$ cat src/rtl/dvid2vga_channel.sv
// One TMDS channel receive decoder: finds the symbol boundary in the deserialized
// stream by bit-slip and decodes each 10-bit symbol to a pixel byte or control pair.
module dvid2vga_channel #(
    parameter int unsigned C_lock_run      = 16,
    parameter int unsigned C_search_cycles = 4096
) (
    input  logic       clk_pixel,
    input  logic       reset,
    input  logic [9:0] in_raw,
    output logic [7:0] out_data,
    output logic [1:0] out_c,
    output logic       out_de,
    output logic       out_locked,
    output logic [3:0] out_offset
);

    localparam int unsigned RUN_W   = $clog2(C_lock_run + 1);
    localparam int unsigned TIMER_W = $clog2(C_search_cycles);
    localparam int unsigned OFF_MAX = 9;

    typedef enum logic {
        SEARCH = 1'b0,
        LOCKED = 1'b1
    } state_t;

    state_t               state;
    state_t               state_next;

    logic [9:0]           raw_d;
    logic [9:0]           sym;
    logic [19:0]          hist;
    logic [9:0]           sym_next;
    logic [3:0]           offset;
    logic [RUN_W-1:0]     run;
    logic [RUN_W-1:0]     run_inc;
    logic [TIMER_W-1:0]   timer;

    logic                 is_ctrl;
    logic [1:0]           ctrl_val;
    logic [7:0]           d_unmasked;
    logic [7:0]           dec;

    logic                 lock_hit;
    logic                 timer_exp;
    logic                 slip;
    logic                 timer_clr;

    // Two consecutive raw words give every possible 10-bit window for offsets 0..9.
    always_comb begin
        hist     = {in_raw, raw_d};
        sym_next = hist[{1'b0, offset} +: 10];
    end

    // Control token recognition on the currently framed symbol.
    always_comb begin
        is_ctrl  = 1'b1;
        ctrl_val = 2'b00;
        case (sym)
            10'h354: ctrl_val = 2'b00;
            10'h0AB: ctrl_val = 2'b01;
            10'h154: ctrl_val = 2'b10;
            10'h2AB: ctrl_val = 2'b11;
            default: is_ctrl  = 1'b0;
        endcase
    end

    // TMDS data decode: undo the optional inversion, then the XOR/XNOR chain.
    always_comb begin
        d_unmasked = sym[9] ? ~sym[7:0] : sym[7:0];
        dec        = '0;
        dec[0]     = d_unmasked[0];
        for (int i = 1; i < 8; i++) begin
            dec[i] = sym[8] ? (d_unmasked[i] ^ d_unmasked[i-1])
                            : ~(d_unmasked[i] ^ d_unmasked[i-1]);
        end
    end

    // Run of consecutive control tokens, saturating at the lock threshold.
    always_comb begin
        run_inc = '0;
        if (is_ctrl) begin
            run_inc = (run == RUN_W'(C_lock_run)) ? run : run + RUN_W'(1);
        end
        lock_hit  = (run_inc == RUN_W'(C_lock_run));
        timer_exp = (timer == TIMER_W'(C_search_cycles - 1));
    end

    // FSM: state register.
    always_ff @(posedge clk_pixel or posedge reset) begin
        if (reset) begin
            state <= SEARCH;
        end else begin
            state <= state_next;
        end
    end

    // FSM: next-state logic.
    always_comb begin
        state_next = state;
        case (state)
            SEARCH: begin
                if (lock_hit) begin
                    state_next = LOCKED;
                end
            end
            LOCKED: begin
                if (!is_ctrl && timer_exp) begin
                    state_next = SEARCH;
                end
            end
            default: state_next = SEARCH;
        endcase
    end

    // FSM: control outputs. Lock beats a simultaneous search timeout.
    always_comb begin
        slip      = 1'b0;
        timer_clr = 1'b0;
        case (state)
            SEARCH: begin
                if (lock_hit) begin
                    timer_clr = 1'b1;
                end else if (timer_exp) begin
                    slip      = 1'b1;
                    timer_clr = 1'b1;
                end
            end
            LOCKED: begin
                if (is_ctrl) begin
                    timer_clr = 1'b1;
                end else if (timer_exp) begin
                    slip      = 1'b1;
                    timer_clr = 1'b1;
                end
            end
            default: begin
                slip      = 1'b0;
                timer_clr = 1'b0;
            end
        endcase
    end

    // Alignment bookkeeping: offset, run counter and watchdog timer.
    always_ff @(posedge clk_pixel or posedge reset) begin
        if (reset) begin
            offset <= '0;
            run    <= '0;
            timer  <= '0;
        end else begin
            run   <= slip ? '0 : run_inc;
            timer <= timer_clr ? '0 : timer + TIMER_W'(1);
            if (slip) begin
                offset <= (offset == 4'(OFF_MAX)) ? 4'd0 : offset + 4'd1;
            end
        end
    end

    // Datapath pipeline and registered decode outputs.
    always_ff @(posedge clk_pixel or posedge reset) begin
        if (reset) begin
            raw_d      <= '0;
            sym        <= '0;
            out_data   <= '0;
            out_c      <= '0;
            out_de     <= 1'b0;
            out_locked <= 1'b0;
        end else begin
            raw_d      <= in_raw;
            sym        <= sym_next;
            out_locked <= (state == LOCKED);
            if (is_ctrl) begin
                out_de   <= 1'b0;
                out_c    <= ctrl_val;
                out_data <= '0;
            end else begin
                out_de   <= 1'b1;
                out_data <= dec;
            end
        end
    end

    assign out_offset = offset;

endmodule

$ cat config.mk
export PLATFORM = sky130hd
export DESIGN_NAME = dvid2vga_channel
export DESIGN_NICKNAME = d
export VERILOG_FILES = /design/src/rtl/dvid2vga_channel.sv
export SDC_FILE = /design/constraint.sdc
export NUM_CORES = 1
export LEC_CHECK = 0
export ABC_AREA = 1
export CELL_PAD_IN_SITES_DETAIL_PLACEMENT = 0
export CELL_PAD_IN_SITES_GLOBAL_PLACEMENT = 1
export CORE_MARGIN = 4
export CORE_UTILIZATION = 40
export CTS_BUF_LIST = sky130_fd_sc_hd__clkbuf_2
export DETAILED_ROUTE_END_ITERATION = 10
export PLACE_DENSITY_LB_ADDON = 0.1
export SYNTH_ARGS = -nofsm -noshare
export SYNTH_HDL_FRONTEND = slang
export SYNTH_SLANG_ARGS = --single-unit
$ cat constraint.sdc
create_clock -name clk_pixel -period 1.6 [get_ports clk_pixel]
set_clock_uncertainty 0.2 [all_clocks]
set_input_delay 0.16 -clock clk_pixel [delete_from_list [all_inputs] [get_ports clk_pixel]]
set_output_delay 0.16 -clock clk_pixel [all_outputs]
set_load 0.03 [all_outputs]
# After elaboration in Yosys (flattened, before gate mapping)
# Index checks and enable logic that the tools add are counted.
[classes]
addsub = 3
n_mul = 0
div = 0
magnitude_cmp = 0
n_eq_ne = 8
shifts = 1
n_mux = 27
bitwise_logic = 16
n_reduce_logical = 3
[ops]
columns = ["operator", "n"]
rows = [
  ["== test 10 bit (second input constant)", 2],
  ["indexed part select 20 x 5 -> 10 bit", 1],
  ["two-way mux 1 bit", 16],
  ["two-way mux 8 bit", 2],
  ["two-way mux 5 bit", 3],
  ["adder 12 x 1 -> 12 bit (second input constant)", 1],
  ["== test 12 bit (second input constant)", 1],
  ["two-way mux 12 bit", 1],
  ["== test 10 x 8 -> 1 bit (second input constant)", 1],
  ["== test 10 x 9 -> 1 bit (second input constant)", 1],
  ["== test 5 bit (second input constant)", 2],
  ["inverter 1 bit", 8],
  ["inverter 8 bit", 1],
  ["bitwise XOR 1 bit", 7],
  ["case mux 1 bit (2 select lines)", 3],
  ["case mux 2 bit (3 select lines)", 1],
  ["adder 5 x 1 -> 5 bit (second input constant)", 1],
  ["adder 4 x 1 -> 4 bit (second input constant)", 1],
  ["== test 4 bit (second input constant)", 1],
  ["two-way mux 4 bit", 1],
  ["OR reduction 4 bit", 1],
  ["logical AND 1 bit", 1],
  ["zero test 1 bit", 1],
]
[word_totals]
ff_bits = 54
latchBits = 0
ram_bits = 0
mem_bits_ro = 0
in_bits = 12
output_inout_bits = 16
word_cells = 68
mem_count = 0

# Logic depth before layout (Yosys ltp)
# Gate-level depths: netlist of run 1.
[logic_depth]
word_depth = 8
ltp_mapped = 14
depth_no_buf = 14

# Least setup slack after synthesis of run 1
# OpenSTA, ideal clock, no wires.
[synth_path]
kind = "flip-flop to flip-flop"
startpoint = "register offset[0], in the netlist out_offset[0]"
endpoint = "register sym[4]"
arrival_ns = 1.500
t_required_ns = 1.262
slack_ns = -0.238
path_stages_with_launch = 9
path_buffers = 1
period_less_slack_ns = 1.838
path_cell_list = "dfrtp_1 clkinv_1 buf_2 o21ai_0 nand2_1 nand2_1 nand2_1 nand3_1 o221ai_1"
[synth_between]
elab_chain_cells = 1
[synth_rtl]
columns = ["item", "line", "source"]
rows = [
  ["start, declared", "33", "logic [3:0] offset;"],
  ["start signal, assigned", "153", "offset <= (offset == 4'(OFF_MAX)) ? 4'd0 : offset + 4'd1;"],
  ["indexed part select 20 x 5 -> 10 bit", "51", "sym_next = hist[{1'b0, offset} +: 10];"],
  ["net sym_next[4]", "32", "logic [9:0] sym_next;"],
  ["end signal, assigned", "169", "sym <= sym_next;"],
  ["end, declared", "30", "logic [9:0] sym;"],
]
# The timed path passes the listed nets, and every way through them passes these cells.
# A chain may end at the register's enable or synchronous reset.

# Worst setup path in the final report of run 1
[layout_path]
startpoint = "register sym[6]"
endpoint = "register offset[0], in the netlist out_offset[0]"
[layout_between]
elab_chain_cells = 7
word_cells_on_any_way = 11
cone_classes = "eq/ne (5); mux (5); reduce/logical (1)"
[layout_rtl]
columns = ["item", "line", "source"]
rows = [
  ["== test 10 bit (tied with other cells)", "58", "case (sym)"],
  ["OR reduction 4 bit (no line) *", "--", ""],
  ["two-way mux 1 bit *", "58", ""],
  ["two-way mux 5 bit", "81", "if (is_ctrl) begin"],
  ["== test 5 bit", "84", "lock_hit = (run_inc == RUN_W'(C_lock_run));"],
  ["two-way mux 1 bit", "121", "if (lock_hit) begin"],
  ["case mux 1 bit (2 select lines) *", "119", "case (state)"],
]
# Every way passes the cells marked *; elsewhere a longest branch is shown, timed or not.

==> results.py, run 1 <==
metrics = {
    "status": {
        "outcome": "finished with violations",
        "violations": "negative setup slack",
    },
    "setup_path": {
        "crit_arrival_ps": 2160,
        "crit_type": "reg2reg",
        "endpoint_kind": "register",
        "crit_fanout": 8,
        "cp-start-kind": "register",
        "required_ps": 1840,
    },
    "grt": {
        "grt_max_degree": 55,
        "antenna_found_initial": 0,
        "grt_pass1_wl_mm": 12.7,
        "grt_pass1_vias": 2752,
        "overflow": 0,
        "grt_usage_pct": 16.2,
    },
    "synthesis": {
        "syn_avg_cell_area_um2": 8.10,
        "synth_area_leaders": "dfrtp_1 (43%), nand2_1 (13%), nand3_1 (4.9%)",
        "post-synth-top-count-cell": "nand2_1",
        "yosys-top-cells-count": "nand2_1 (106), dfrtp_1 (54), inv_1 (40)",
        "synth_top_area_share_pct": 43.0,
        "yosys_warnings": 0,
        "synthArstFlopShare_pct": 100,
        "yosys.area.top_type": "dfrtp_1",
        "synth.ff_latch_count": 54,
        "syn_area_um2": 3140,
        "syn-num-nets": 411,
        "synth_seq_area_share_pct": 43.0,
        "synth_cells": 388,
        "synth_edf_count": 0,
        "synth_cell_types": 36,
        "synth-main-ff-cell": "dfrtp_1",
    },
    "sta": {
        "final-setup-viol-count": 42,
        "hold_viol_final": 0,
        "finalSetupTns_ps": -7870,
        "fin_ws_ps": -318,
        "worst_pin_slew_ps": 372,
        "slew_headroom_pct": 75.2,
        "period_minus_slack_ps": 1920,
        "maxSlewViolCount": 0,
        "finalCritPeriodShare_pct": 120,
        "grt_setup_unrepaired": "yes",
        "fmax_mhz": 521,
    },
    "die": {
        "core_um2": 7690,
        "ios": 28,
        "die_h_um": 96.7,
        "die_x_um": 96.7,
        "initial_core_util_pct": 40.9,
        "die_area_um2": 9340,
        "row_count": 32,
    },
    "clocking": {
        "h-tree-depth": 2,
        "clk_pin_slew_ps": 290,
        "cts_num_sinks": 54,
        "cts_buffer_depth": 2,
        "numCtsBuffers": 5,
        "cts_root_buf": "clkbuf_2",
        "cts_tree": "built",
        "clk_latency_ps": 470,
    },
    "layout": {
        "antennaDiodeCount": 0,
        "area_growth_syn_to_layout_pct": 47.1,
        "layout-drive-gt1-share_pct": 43.8,
        "multiInputGateArea_um2": 1950,
        "ff_latch_area_um2": 1350,
        "fillers": 710,
        "nets": 515,
        "final_core_util_pct": 60.2,
    },
    "detailed_routing": {
        "drt_pass1_iterations": 4,
        "antenna_left": 0,
        "wirelength_mm": 7.55,
        "vias": 2869,
        "via_per_inst": 4.82,
        "drt_iter0_markers": 158,
        "wl_per_cell_um": 12.7,
        "drc": 0,
    },
    "min_path": {
        "hold_class": "in2reg",
    },
    "place": {
        "hpwl_mm": 5.20,
        "io_buffers": 27,
        "globalplace.congestion": 0.859,
    },
    "job": {
        "max_cap_violations": 0,
    },
    "power": {
        "vdd_drop_max_mv": 0.326,
        "power_density_nw_per_um2": 535,
        "p_leak_nw": 2.17,
    },
}
[power by group]
part	total (W)	switching (W)	internal (W)
registers	0.00146	0.0000319	0.00143
clock network	0.000571	0.000455	0.000116
logic	0.000447	0.000247	0.000200
[metal layers]
layer | part of all wire (%) | wire (µm) | GRT usage, % | up-vias
met3 | 3.3 | 251 | 2.52 | 10
met1 | 46 | 3470 | 21.8 | 1348
met2 | 49 | 3700 | 26.6 | 51
li1 | - | - | - | 1460
met4 | 1.6 | 120 | 5.29 | 0
met5 | 0 | 0 | 0 | -
[worst paths after layout]
path	from	endpoint	slack (ps)	depth (start not counted)
worst max-delay path	sym[6]	out_offset[0]	-320	13
worst min register to register	out_c[0]	out_c[0]	300	2
max in group asynchronous	reset	out_c[0]	540	4
worst min-delay path	in_raw[0]	raw_d[0]	70	2
min in group asynchronous	reset	run[4]	400	4
worst max register to register	sym[6]	out_offset[0]	-320	13
[repair_timing]
| item | in CTS | in global routing |
|---|---|---|
| setup endpoints to repair | 56 | 56 |
| hold buffers | 5 | 0 |
| cloned | 1 | 1 |
| pin swaps | 37 | 35 |
| buffers inserted | 10 | 9 |
| hold endpoints to repair | 58 | 0 |
| gates resized for setup | 110 | 85 |
[cell type report]
type	count	area share (%)
Clock buffer	6	0.649
Clock inverter	2	0.298
Inverter	44	4.03
Multi-Input combinational cell	280	42.1
Sequential cell	54	29.3
Tap cell	102	2.76
Timing Repair Buffer	106	20.5
Timing Repair inverter	1	0.352
[registers in the layout, summed over array words and instances (netlist names)]
signal      count
raw_d          10
sym            10
out_c           2
timer          12
out_de          1
state           1
out_offset      4
run             5
out_data        8
out_locked      1
[worst max-delay path, stage by stage (launching register included)]
cell and delay [ps]:
dfrtp_1 450, inv_1 70, ha_2 200, nand2_2 70
nor2_4 100, nand2_4 80, nand2_8 100, and2_4 160
nor2_4 40, nand2_4 120, nand3_4 150, nand2_1 90
nand2_1 50, inv_1 40
[placed cells by master, fill, tap and decap left out, types with 11 or more instances in the layout]
cell             synthesis  layout
clkbuf_2                 0      15
buf_6                    1      14
nand2_1                106      84
dfrtp_1                 54      52
inv_1                   40      33
nand3_1                 31      23
nor2_4                   2      11
nor2_1                  31      19
o21ai_2                  0      12
clkdlybuf4s50_1          0      11
buf_4                    2      56
nand2_2                  4      20
[stage by stage]
stage	hold WS (ps)	power (W)	setup slack (ps)	instances	area, µm²
6_report	71.2	0.00248	-318	595	4630
3_5_place_dp	239	0.00188	-359	567	3980
5_1_grt	49.0	0.00261	-465	595	4630
3_3_place_gp	243	0.00188	-251	567	3980
4_1_cts	10.4	0.00246	-333	588	4420
2_1_floorplan	-8.57	0.00170	-172	388	3170
[cells by family (layout without fill, tap and decap cells)]
family / Yosys count / in the layout / share of synthesized area, %
and+or+nand+nor: 203 / 204 / 31.2
xor gates and xnor gates: 18 / 18 / 5.01
DFF: 54 / 54 / 43.0
muxes: 5 / 5 / 1.59
buffers and inverters: 55 / 159 / 7.28
adders and majority gates: 11 / 11 / 4.38
AOI/OAI and AO/OA: 42 / 42 / 7.56
Power figures use the tool's default switching activity.
==> inputs of run 2 (changes only) <==
--- a/config.mk
+++ b/config.mk
@@ -8,8 +8,9 @@
 export ABC_AREA = 1
 export CELL_PAD_IN_SITES_DETAIL_PLACEMENT = 0
 export CELL_PAD_IN_SITES_GLOBAL_PLACEMENT = 1
+export CORE_ASPECT_RATIO = 1.5
 export CORE_MARGIN = 4
-export CORE_UTILIZATION = 40
+export CORE_UTILIZATION = 35
 export CTS_BUF_LIST = sky130_fd_sc_hd__clkbuf_2
 export DETAILED_ROUTE_END_ITERATION = 10
 export PLACE_DENSITY_LB_ADDON = 0.1
==> run 2 against run 1 <==
  * The flow still finishes with violations (negative setup slack)
  * Sequential power about the same
  * Register-to-register slack worse by 20 ps
  * Routed wire length grew 4.1%
  * Final cell count grew 1.0%
  * Fmax fell by 1.1%
  * Combinational power decreased by 6.0%
  * First-iteration DRC count is 47% lower
  * Non-clock buffer count fell by 2
  * Clock power fell by 5.1%
  * Count of clock-buffer cells in the layout is 2 higher
  * Flip-flop and latch count unchanged
  * Largest power group unchanged
  * Highest routed layer unchanged
==> results.py, run 2 (synthesis results as in run 1) <==
metrics = {
    "grt": {
        "grt_max_degree": 55,
        "antenna_found_initial": 0,
        "overflow": 0,
        "grt_usage_pct": 15.4,
        "grt_pass1_wl_mm": 13.0,
        "grt_pass1_vias": 2863,
    },
    "sta": {
        "whs_ps": 92.7,
        "finalCritPeriodShare_pct": 121,
        "maxSlewViolCount": 0,
        "worst_pin_slew_ps": 266,
        "fin_ws_ps": -338,
        "fmax_mhz": 516,
        "grt_setup_unrepaired": "yes",
        "slew_headroom_pct": 81.8,
        "final-setup-viol-count": 32,
        "hold_viol_final": 0,
        "period_minus_slack_ps": 1940,
    },
    "job": {
        "max_cap_violations": 0,
    },
    "place": {
        "globalplace.congestion": 0.794,
        "hpwl_mm": 5.60,
        "io_buffers": 27,
        "place_ws_ps": -318,
        "dp.cells": 574,
    },
    "layout": {
        "antennaDiodeCount": 0,
        "layout-drive-gt1-share_pct": 40.9,
        "reg_top3": "timer: 12 flops, raw_d: 10 flops, sym: 10 flops",
        "layout_common_cells": "nand2_1 (86), buf_4 (63), dfrtp_1 (50)",
        "layout_commonest_cell": "nand2_1",
        "nets": 513,
        "regMostFlops": "timer",
        "fillers": 842,
        "fin_cells": 601,
        "largest_register_ff_count": 12,
        "area_growth_syn_to_layout_pct": 41.9,
    },
    "detailed_routing": {
        "drt_pass1_iterations": 4,
        "via_per_inst": 4.75,
        "antenna_left": 0,
        "drt_iter0_markers": 84,
        "vias": 2854,
        "wirelength_mm": 7.86,
        "drc": 0,
        "wl_per_cell_um": 13.1,
    },
    "clocking": {
        "cts_num_sinks": 54,
        "cts_root_buf": "clkbuf_2",
        "clk_pin_slew_ps": 240,
        "numCtsBuffers": 5,
        "clk_latency_ps": 470,
        "cts_buffer_depth": 2,
        "cts_tree": "built",
        "h-tree-depth": 2,
    },
    "setup_path": {
        "critPathMaxStageDelay_ps": 430,
        "r2r_slack_ps": -340,
        "slowest_stage": "dfrtp_1",
        "path_delay_family": "simple AND/OR/NAND/NOR gates",
        "crit_type": "reg2reg",
        "crit_fanout": 8,
        "crit_chain": "inv_1 -> ha_2 -> nand2_2 -> nor2_4 -> nand2_4 -> nand2_8 -> and2_4 -> nor2_4 -> nand2_4 -> nand3_4 -> nor3_2",
        "cp-start-kind": "register",
        "required_ps": 1770,
        "crit_arrival_ps": 2110,
        "endpoint_kind": "register",
        "crit_buf_inv": 1,
    },
    "die": {
        "initial_core_util_pct": 35.8,
        "core_um2": 8780,
        "die_h_um": 124,
        "die_x_um": 85.4,
        "row_count": 42,
        "ios": 28,
        "die_area_um2": 10600,
    },
    "power": {
        "vdd_drop_max_mv": 0.373,
        "finalPower_w": 0.00242,
        "power_density_nw_per_um2": 542,
        "p_leak_nw": 2.14,
    },
    "status": {
        "outcome": "finished with violations",
        "violations": "negative setup slack",
    },
    "min_path": {
        "hold_class": "in2reg",
    },
}
-- run 2: cell count changes in the layout (fill, tap and decap cells not counted), moves of 3 or more --
cell | previous run | this run
nand3_2 | 10 | 6
clkbuf_2 | 15 | 18
ha_2 | 9 | 6
ha_1 | 1 | 5
nand2_4 | 7 | 4
buf_4 | 56 | 63
buf_6 | 14 | 7
nor2_4 | 11 | 7
-- run 2: worst paths after layout --
check | startpoint | end | cells after the start
worst max-delay path | sym[6] | timer[3] | 11
worst min-delay path | in_raw[3] | raw_d[3] | 2
worst max register to register | sym[6] | timer[3] | 11
worst min register to register | out_c[0] | out_c[0] | 2
max in group asynchronous | reset | out_offset[2] | 4
min in group asynchronous | reset | timer[9] | 4
-- run 2: area by class of cell --
type	instances	area, µm²	share of cell area, %
repair buffers	104	883	19.8
inverters	44	186	4.18
well taps	110	138	3.09
repair inverters	1	8.76	0.196
multi-input cells	280	1850	41.4
flip-flops and latches	54	1360	30.4
clock buffers	8	40.0	0.898
-- run 2: report_power, final --
part	switching (W)	internal, W
sequential	0.0000298	0.00143
combinational	0.000235	0.000184
clock	0.000414	0.000128
-- run 2: repair_timing --
item | 4_1_cts | 5_1_grt
endpoints found under the hold margin | 58 | 1
hold buffers | 5 | 1
cloned | 3 | 0
endpoints found under the setup margin | 47 | 54
buffers inserted | 7 | 6
pin swaps | 14 | 28
resized for setup | 90 | 66
-- run 2: metrics by stage --
step           TNS [ps]  area, µm²  utilization [%]
2_1_floorplan     -2710       3170                -
3_3_place_gp      -6210       3990             45.4
3_5_place_dp      -7330       3990             45.4
4_1_cts           -6970       4320             49.2
5_1_grt          -10600       4460             50.8
6_report          -7290       4460             50.8
-- run 2: routing by layer --
metal | part of all wire [%] | global-route usage, % | wire length (µm) | vias to the layer above
li1 | - | - | - | 1450
met1 | 40 | 17.5 | 3110 | 1334
met2 | 54 | 28.6 | 4260 | 56
met3 | 3.7 | 2.38 | 289 | 14
met4 | 2.5 | 6.04 | 197 | 0
met5 | 0 | 0 | 0 | -
==> inputs of run 3 (changes only) <==
--- a/config.mk
+++ b/config.mk
@@ -13,7 +13,9 @@
 export CORE_UTILIZATION = 35
 export CTS_BUF_LIST = sky130_fd_sc_hd__clkbuf_2
 export DETAILED_ROUTE_END_ITERATION = 10
+export DONT_BUFFER_PORTS = 1
 export PLACE_DENSITY_LB_ADDON = 0.1
+export REMOVE_ABC_BUFFERS = 1
 export SYNTH_ARGS = -nofsm -noshare
 export SYNTH_HDL_FRONTEND = slang
 export SYNTH_SLANG_ARGS = --single-unit
==> run 3 against run 2 <==
  * The flow still finishes with violations (negative setup slack)
  * Routed wire length is 5.7% lower
  * Via count decreased by 5.6%
  * Cell area is 7.8% lower
  * Final cell count down 3.8%
  * Total power down 3.6%
  * Flip-flop and latch count unchanged
  * Largest power group unchanged
  * Highest routed layer unchanged
==> results.py, run 3 (synthesis results as in run 1) <==
metrics = {
    "power": {
        "power_density_nw_per_um2": 567,
        "pwr-share-clk_pct": 23.1,
        "seqPwrFrac_pct": 65.7,
        "pwr-share-comb_pct": 11.2,
        "p_leak_nw": 2.00,
        "vdd_drop_max_mv": 0.351,
        "switching_share_pct": 28.7,
        "intPower_w": 0.00166,
        "p_sw_w": 0.000670,
    },
    "die": {
        "die_h_um": 124,
        "die_area_um2": 10600,
        "initial_core_util_pct": 35.8,
        "row_count": 42,
        "die_x_um": 85.4,
        "core_um2": 8780,
        "ios": 28,
    },
    "setup_path": {
        "crit_fanout": 8,
        "slowest_stage": "dfrtp_1",
        "cp-start-kind": "register",
        "path_delay_family": "simple AND/OR/NAND/NOR gates",
        "reg2reg_from": "sym[6]",
        "crit_chain": "inv_1 -> ha_2 -> nand2_2 -> nor2_2 -> nand2_2 -> nand2_4 -> and2_4 -> nor2_4 -> nand2_4 -> nand3_4 -> nand2_2 -> nand2_1 -> inv_1",
        "required_ps": 1800,
        "r2r_slack_ps": -360,
        "critPathMaxStageDelay_ps": 450,
        "crit_type": "reg2reg",
        "crit_arrival_ps": 2170,
        "crit_buf_inv": 2,
        "endpoint_kind": "register",
        "crit_path_start": "sym[6]",
        "critPathMostFrequentCell": "nand2_2",
    },
    "grt": {
        "grt_pass1_vias": 2651,
        "grt_max_degree": 55,
        "antenna_found_initial": 0,
        "grt_usage_pct": 14.8,
        "grt_pass1_wl_mm": 12.4,
        "overflow": 0,
    },
    "place": {
        "globalplace.congestion": 0.835,
        "place_ws_ps": -380,
        "hpwl_mm": 5.54,
        "io_buffers": 0,
    },
    "sta": {
        "whs_ps": 63.6,
        "period_minus_slack_ps": 1960,
        "hold_viol_final": 0,
        "finalCritPeriodShare_pct": 123,
        "fin_ws_ps": -363,
        "worst_pin_slew_ps": 401,
        "fmax_mhz": 509,
        "slew_headroom_pct": 73.0,
        "grt_setup_unrepaired": "yes",
        "final-setup-viol-count": 41,
        "maxSlewViolCount": 0,
    },
    "clocking": {
        "cts_root_buf": "clkbuf_2",
        "cts_tree": "built",
        "clk_pin_slew_ps": 270,
        "cts_buffer_depth": 2,
        "cts_num_sinks": 54,
        "numCtsBuffers": 5,
        "clk_latency_ps": 470,
        "h-tree-depth": 2,
    },
    "min_path": {
        "hold_class": "in2reg",
        "hp-start": "in_raw[5]",
    },
    "layout": {
        "layout-drive-gt1-share_pct": 29.9,
        "regMostFlops": "timer",
        "layout_commonest_cell": "nand2_1",
        "nets": 490,
        "antennaDiodeCount": 0,
        "layout_common_cells": "nand2_1 (97), buf_4 (61), dfrtp_1 (54)",
        "largest_register_ff_count": 12,
        "final_core_util_pct": 46.9,
        "reg_top3": "timer: 12 flops, raw_d: 10 flops, sym: 10 flops",
        "area_growth_syn_to_layout_pct": 30.8,
    },
    "detailed_routing": {
        "antenna_left": 0,
        "drt_iter0_markers": 96,
        "drt_pass1_iterations": 4,
        "drc": 0,
        "vias": 2695,
        "wl_met2_mm": 4.03,
        "via_per_inst": 4.66,
        "wl_met1_mm": 3.07,
        "wirelength_mm": 7.41,
        "routed.top_layer": "met4",
        "route.met3.wl_um": 170,
        "wl_per_cell_um": 12.8,
    },
    "status": {
        "violations": "negative setup slack",
        "outcome": "finished with violations",
    },
    "job": {
        "max_cap_violations": 0,
    },
}
[run 3: changes by cell type in the layout (fill, tap and decap cells not counted), sizes merged]
cell | before | now
inv | 42 | 43
clkdlybuf4s50 | 11 | 0
clkinvlp | 1 | 0
clkbuf | 18 | 6
buf | 76 | 69
clkinv | 2 | 3
dlygate4sd3 | 6 | 13
clkdlybuf4s15 | 1 | 0
[run 3: cell type report]
| type | instances | area (µm²) |
|---|---|---|
| multi-input combinational | 280 | 1690 |
| clock inverter | 2 | 8.76 |
| timing repair buffer | 82 | 721 |
| inverter | 44 | 170 |
| tap | 110 | 138 |
| sequential | 54 | 1350 |
| fill | 886 | 4660 |
| clock buffer | 6 | 30.0 |
[run 3: metal layers]
metal / track usage (%) / vias to the layer above
li1: - / 1394
met1: 17.1 / 1260
met2: 27.5 / 31
met3: 2.18 / 10
met4: 5.35 / 0
met5: 0 / -
[run 3: timing repair]
action / 4_1_cts / 5_1_grt
hold buffers: 12 / 1
setup buffers: 4 / 9
endpoints found under the hold margin: 73 / 1
setup endpoints to repair: 43 / 44
cloned: 0 / 1
gates resized for setup: 23 / 23
pin swaps: 15 / 8
[run 3: power by group through the flow]
stage	clock network [W]	logic, W	registers [W]
after floorplan	0	0.000142	0.00155
after global placement	0	0.000215	0.00156
after CTS	0.000579	0.000257	0.00153
after global routing	0.000632	0.000298	0.00154
final	0.000538	0.000261	0.00153
after detailed placement	0	0.000216	0.00156
[run 3: worst paths after layout]
check | cells after the start | to
max | 13 | out_offset[0]
min | 1 | raw_d[5]
max reg2reg | 13 | out_offset[0]
min reg2reg | 0 | out_locked
max in group asynchronous | 4 | raw_d[3]
min in group asynchronous | 4 | timer[9]
[run 3: per-stage QoR]
stage / instance area, µm² / TNS, ps / std cells / total power (W)
floorplan: 3090 / -16300 / 377 / 0.00169
global placement: 3690 / -7800 / 543 / 0.00177
global route: 4110 / -14270 / 578 / 0.00247
CTS: 3960 / -9540 / 567 / 0.00237
detailed placement: 3690 / -8910 / 543 / 0.00177
finish: 4110 / -8800 / 578 / 0.00233
